===== config.mk =====
export PLATFORM = sky130hd
export DESIGN_NAME = board_io_ctrl
export DESIGN_NICKNAME = d
export VERILOG_FILES = /design/src/rtl/board_io_ctrl.sv
export SDC_FILE = /design/constraint.sdc
export NUM_CORES = 1
export LEC_CHECK = 0
export BUFFER_PORTS_ARGS = -buffer_cell sky130_fd_sc_hd__buf_4
export CAP_MARGIN = 20
export CORE_MARGIN = 1.5
export CORE_UTILIZATION = 35
export DETAILED_ROUTE_END_ITERATION = 7
export PLACE_DENSITY_LB_ADDON = 0.05
export SLEW_MARGIN = 20
export SYNTH_ARGS = -nofsm -noshare
export SYNTH_HDL_FRONTEND = slang
export SYNTH_SLANG_ARGS = --single-unit

===== constraint.sdc =====
create_clock -name io_mainClk -period 3 [get_ports io_mainClk]
set_input_delay 0.15 -clock io_mainClk [delete_from_list [all_inputs] [get_ports io_mainClk]]
set_output_delay 0.15 -clock io_mainClk [all_outputs]
set_load 0.05 [all_outputs]

===== src/rtl/board_io_ctrl.sv =====
// Board I/O front-end: button sync/debounce/press detection and per-LED PWM drive.
// Optional macro BOARD_IO_RELEASE_EN adds io_buttons_release (one-cycle pulse on debounced 1->0).
module board_io_ctrl #(
  parameter int NUM_BUTTONS     = 2,
  parameter int NUM_LEDS        = 4,
  parameter int DEBOUNCE_CYCLES = 12000,
  parameter int PWM_BITS        = 8
) (
  input  logic                         io_mainClk,
  input  logic                         io_reset,
  input  logic [NUM_BUTTONS-1:0]       io_buttons_raw,
  output logic [NUM_BUTTONS-1:0]       io_buttons_level,
  output logic [NUM_BUTTONS-1:0]       io_buttons_press,
`ifdef BOARD_IO_RELEASE_EN
  output logic [NUM_BUTTONS-1:0]       io_buttons_release,
`endif
  input  logic [NUM_LEDS-1:0]          io_leds_enable,
  input  logic [NUM_LEDS*PWM_BITS-1:0] io_leds_duty,
  output logic [NUM_LEDS-1:0]          io_leds_out
);

  localparam int CW = $clog2(DEBOUNCE_CYCLES + 1);
  localparam logic [CW-1:0] CNT_LAST = CW'(DEBOUNCE_CYCLES - 1);
  localparam logic [PWM_BITS-1:0] PWM_MAX = '1;

  logic [NUM_BUTTONS-1:0] sync1;
  logic [NUM_BUTTONS-1:0] sync2;
  logic [CW-1:0]          db_cnt [NUM_BUTTONS];
  logic [NUM_BUTTONS-1:0] accept;

  // A channel accepts its new value when it has differed from level for the full count.
  always_comb begin
    accept = '0;
    for (int i = 0; i < NUM_BUTTONS; i++) begin
      accept[i] = (sync2[i] != io_buttons_level[i]) && (db_cnt[i] == CNT_LAST);
    end
  end

  always_ff @(posedge io_mainClk) begin
    if (io_reset) begin
      sync1            <= '0;
      sync2            <= '0;
      io_buttons_level <= '0;
      io_buttons_press <= '0;
`ifdef BOARD_IO_RELEASE_EN
      io_buttons_release <= '0;
`endif
      for (int i = 0; i < NUM_BUTTONS; i++) begin
        db_cnt[i] <= '0;
      end
    end else begin
      sync1            <= io_buttons_raw;
      sync2            <= sync1;
      io_buttons_level <= io_buttons_level ^ accept;
      // Pulses are registered alongside level so they coincide with the level edge.
      io_buttons_press <= accept & sync2;
`ifdef BOARD_IO_RELEASE_EN
      io_buttons_release <= accept & ~sync2;
`endif
      for (int i = 0; i < NUM_BUTTONS; i++) begin
        if (sync2[i] == io_buttons_level[i] || accept[i]) begin
          db_cnt[i] <= '0;
        end else begin
          db_cnt[i] <= db_cnt[i] + 1'b1;
        end
      end
    end
  end

  logic [PWM_BITS-1:0] pwm_cnt;
  logic [PWM_BITS-1:0] shadow [NUM_LEDS];
  logic                pwm_wrap;

  assign pwm_wrap = (pwm_cnt == PWM_MAX);

  // Duty is only sampled at the period boundary so a period never changes shape mid-way.
  always_ff @(posedge io_mainClk) begin
    if (io_reset) begin
      pwm_cnt     <= '0;
      io_leds_out <= '0;
      for (int i = 0; i < NUM_LEDS; i++) begin
        shadow[i] <= '0;
      end
    end else begin
      pwm_cnt <= pwm_cnt + 1'b1;
      for (int i = 0; i < NUM_LEDS; i++) begin
        if (pwm_wrap) begin
          shadow[i] <= io_leds_duty[i*PWM_BITS +: PWM_BITS];
        end
        io_leds_out[i] <= io_leds_enable[i] &
                          ((pwm_cnt < shadow[i]) | (shadow[i] == PWM_MAX));
      end
    end
  end

endmodule


Word level (Yosys, flattened, before mapping)
Memories as Yosys holds them, arrays and structs flattened.
Index checks and enable logic that the tools add are counted.

word-level totals
  flip-flop bits (word level) = 20
  bits in latches = 0
  memory bits (writable) = 60
  bits in read-only memories = 0
  input port bits = 40
  output and inout port bits = 8
  logic and storage cells = 73
  memories kept = 2

operators by class
  add/sub/neg operators = 3
  multiply operators = 0
  divide/modulo/power cells = 0
  magnitude comparators = 4
  eq/ne operators = 11
  shift operators = 0
  mux-type cells = 25
  bitwise operators = 18
  reductions and logical operators = 4

memory list
  memory  words  width  read ports  clocked after Yosys merged registers in  write ports  line  source
  shadow  4      8      4           0                                        4            71    logic [PWM_BITS-1:0] shadow [NUM_LEDS];
  db_cnt  2      14     2           0                                        2            28    logic [CW-1:0] db_cnt [NUM_BUTTONS];

operators with widths
  operator                                                         number
  14-bit two-way mux                                               4
  8-bit == test, second input constant                             5
  8-bit less-than comparator                                       4
  8-bit two-way mux                                                4
  14-bit by 1-bit adder with 14-bit output, second input constant  2
  14-bit == test, second input constant                            2
  1-bit two-way mux                                                17
  1-bit bitwise OR                                                 12
  8-bit by 1-bit adder with 8-bit output, second input constant    1
  1-bit bitwise AND                                                4
  2-bit bitwise AND                                                1
  1-bit == test                                                    2
  1-bit logical AND                                                2
  1-bit logical OR                                                 2
  1-bit != test                                                    2
  2-bit bitwise XOR                                                1

Longest topological paths before layout
  depth in word-level cells = 8
  mapped depth = 6
  mapped depth without buffers = 6

Least setup slack after synthesis
OpenSTA, ideal clock, no wires.

  path kind = register to register
  start = register pwm_cnt[0]
  end = memory shadow[0][0] (enable)
  setup time = 0.377 ns
  arrival = 1.398 ns
  required time = 2.623 ns
  setup slack = 1.226 ns
  cell stages (with the launch flop) = 5
  path buffers = 0
  clock period less this slack = 1.774 ns
  cells stage by stage = dfxtp_1 > ha_1 > nand2_1 > nor2_1 > a31o_2

RTL lines
  what                      line  source
  start: declaration        70    logic [PWM_BITS-1:0] pwm_cnt;
  start signal: assignment  85    pwm_cnt <= pwm_cnt + 1'b1;
  end: declaration          71

==> results.json <==
{
  "htreeDepth": 3,
  "nets": 537,
  "final_max_slew_viol_count": 0,
  "power_density_nw_per_um2": 473,
  "critPathMaxFanout": 32,
  "route.detailed.drc": 0,
  "drive_gt1_frac": 0.159,
  "mappedNetlistArea_um2": 4210,
  "cts_resized": 0,
  "critical_path_arrival_ns": 2.03,
  "hold_path.class": "input pin to flop",
  "fin_crit_ns": 2.07,
  "post-cts-setup-buffers": 0,
  "finalSetupViolations": 0,
  "io_buffers": 47,
  "final_core_util": 0.438,
  "ioPinCount": 48,
  "cp.required_ns": 2.96,
  "async_reset_ff_frac": 0,
  "final_common_cell": "edfxtp_1",
  "end_kind": "flop",
  "gr-total-overflow": 0,
  "synth-main-ff-cell": "edfxtp_1",
  "max_stage_delay_ns": 0.71,
  "cts_tree": "done",
  "power_leakage_nw": 2.00,
  "synth_cell_types": 38,
  "drt_iter0_drc": 112,
  "coreArea_um2": 11600,
  "start_kind": "flop",
  "gr-max-usage-layer": "met2",
  "routedWlPerCell_um": 12.5,
  "synthCells": 388,
  "diodes": 0,
  "drt_pass1_iterations": 5,
  "cts_buffers": 9,
  "cts_root_buf": "clkbuf_16",
  "grt_max_degree": 33,
  "p_total_mw": 2.40,
  "antenna_found_initial": 0,
  "cts-hold-fix-buffers": 0,
  "worst_slew_pin_slew_ns": 0.811,
  "vdd_ir_drop_max_mv": 0.223,
  "yosysWarnings": 0,
  "clock-sinks": 80,
  "gr-usage-all-layers": 0.131,
  "fmax_ghz": 0.482,
  "met1_usage": 0.163,
  "vias": 2842,
  "use_met2": 0.215,
  "die_y_um": 113,
  "clk_latency_ns": 0.33,
  "dp_hpwl_um": 5670,
  "critical_path_class": "flop to flop",
  "ys_seq_area_frac": 0.523,
  "max_cap_viol_count": 0,
  "place_congestion": 0.756,
  "rsz0062_at_grt": "false",
  "outcome": "finished, final reports clean",
  "grt_pass1_wl_um": 12900,
  "use_met3": 0.0308,
  "ant_nets": 0,
  "die_w_um": 113,
  "grt_pass1_vias": 2843,
  "max_slew_margin": 0.459,
  "finalSetupTns_ns": 0,
  "critPathSlowestCell": "a31o_2",
  "area_growth_pct": 20.4,
  "clkSlewWorstSetupHoldPaths_ns": 0.06,
  "finalHoldViolCount": 0,
  "drt_wl_total_um": 7670,
  "start_util": 0.364,
  "ys_ff_latch": 80,
  "die_area_um2": 12700,
  "fin_skew_ns": 0.00445,
  "vias_per_cell": 4.63,
  "avgSynthCellArea_um2": 10.9,
  "cts_buffer_depth": 2,
  "fin_crit_sh": 0.691,
  "most-common-layout-cells": "60 x edfxtp_1, 48 x buf_4, 45 x nor2_1",
  "synth_enable_flop_cells": 60,
  "row_count": 39,
  "path_cells": "ha_1 > nand2_1 > nor2_1 > a31o_2"
}
==> sequential cells by signal, summed over array words and instances, names as in the netlist, named ones only <==
| signal | flops |
|---|---|
| io_leds_out | 4 |
| io_buttons_press | 2 |
| sync1 | 2 |
| pwm_cnt | 8 |
| shadow | 32 |
| db_cnt | 28 |
| sync2 | 2 |
==> power breakdown <==
group,internal [mW],switching [mW]
sequential,1.23,0.0368
clock,0.553,0.417
combinational,0.0807,0.0813
total,1.86,0.536
==> worst paths after layout <==
path / from / to / slack, ns / depth (start not counted)
setup / recovery: pwm_cnt[1]$_SDFF_PP0_ / shadow[3][2]$_SDFFCE_PN0P_ / 0.93 / 4
hold / removal: io_buttons_raw[0] / sync1[0]$_SDFF_PP0_ / 0.04 / 2
setup reg to reg: pwm_cnt[1]$_SDFF_PP0_ / shadow[3][2]$_SDFFCE_PN0P_ / 0.93 / 4
hold reg to reg: sync1[0]$_SDFF_PP0_ / sync2[0]$_SDFF_PP0_ / 0.44 / 1
==> Yosys cell counts (all sizes together), types with 5 or more instances <==
cell    count  area share
edfxtp     60        0.43
nor2       45       0.040
inv        33       0.029
and2       32       0.048
ha         31       0.092
nand2      22       0.020
xnor2      21       0.044
dfxtp      20       0.095
o21ai      13       0.015
nand4      12       0.018
nand3      11       0.014
nor4       10       0.018
xor2       10       0.021
nor3        9       0.011
clkbuf      6      0.0053
a21oi       5      0.0059
nor2b       5      0.0074
==> area by class of cell <==
type                            count  area, µm²
Fill cell                        1126       6490
Multi-Input combinational cell    294       1950
Timing Repair Buffer               48        360
Tap cell                          143        179
Sequential cell                    80       2200
Clock buffer                       11        233
Clock inverter                      5       25.0
Inverter                           33        124
==> cells by family (layout without fill, tap and decap cells) <==
logic type | after synthesis | in the layout | synth area share
and+or+nand+nor | 170 | 170 | 0.222
buffers and inverters | 41 | 97 | 0.0401
DFF | 80 | 80 | 0.523
AOI/OAI and AO/OA | 32 | 32 | 0.0523
xor gates and xnor gates | 31 | 31 | 0.0645
other | 1 | 28 | 0.000891
adders and majority gates | 31 | 31 | 0.0921
muxes | 2 | 2 | 0.00476
==> metrics by stage <==
step	instance area, µm²	cells	hold WS, ns	setup slack, ns
after floorplan	4310	415	0.278	1.23
after global placement	4810	598	0.362	0.924
after detailed placement	4810	598	0.390	0.874
after CTS	5070	614	0.0450	0.855
after global routing	5070	614	0.0597	0.696
final	5070	614	0.0432	0.926
==> routing by layer <==
layer	up-vias	wire length [µm]
met5	-	0
met4	0	107
met3	7	278
met2	48	3620
met1	1287	3670
li1	1500	-
==> worst max-delay path: cells and delay by family (launching register included) <==
family                     cells  cell delay [ns]
and+or+nand+nor                2             0.27
AOI/OAI and AO/OA              1             0.71
adders and majority gates      1             0.26
DFF                            1             0.45
Power figures use the tool's default switching activity.
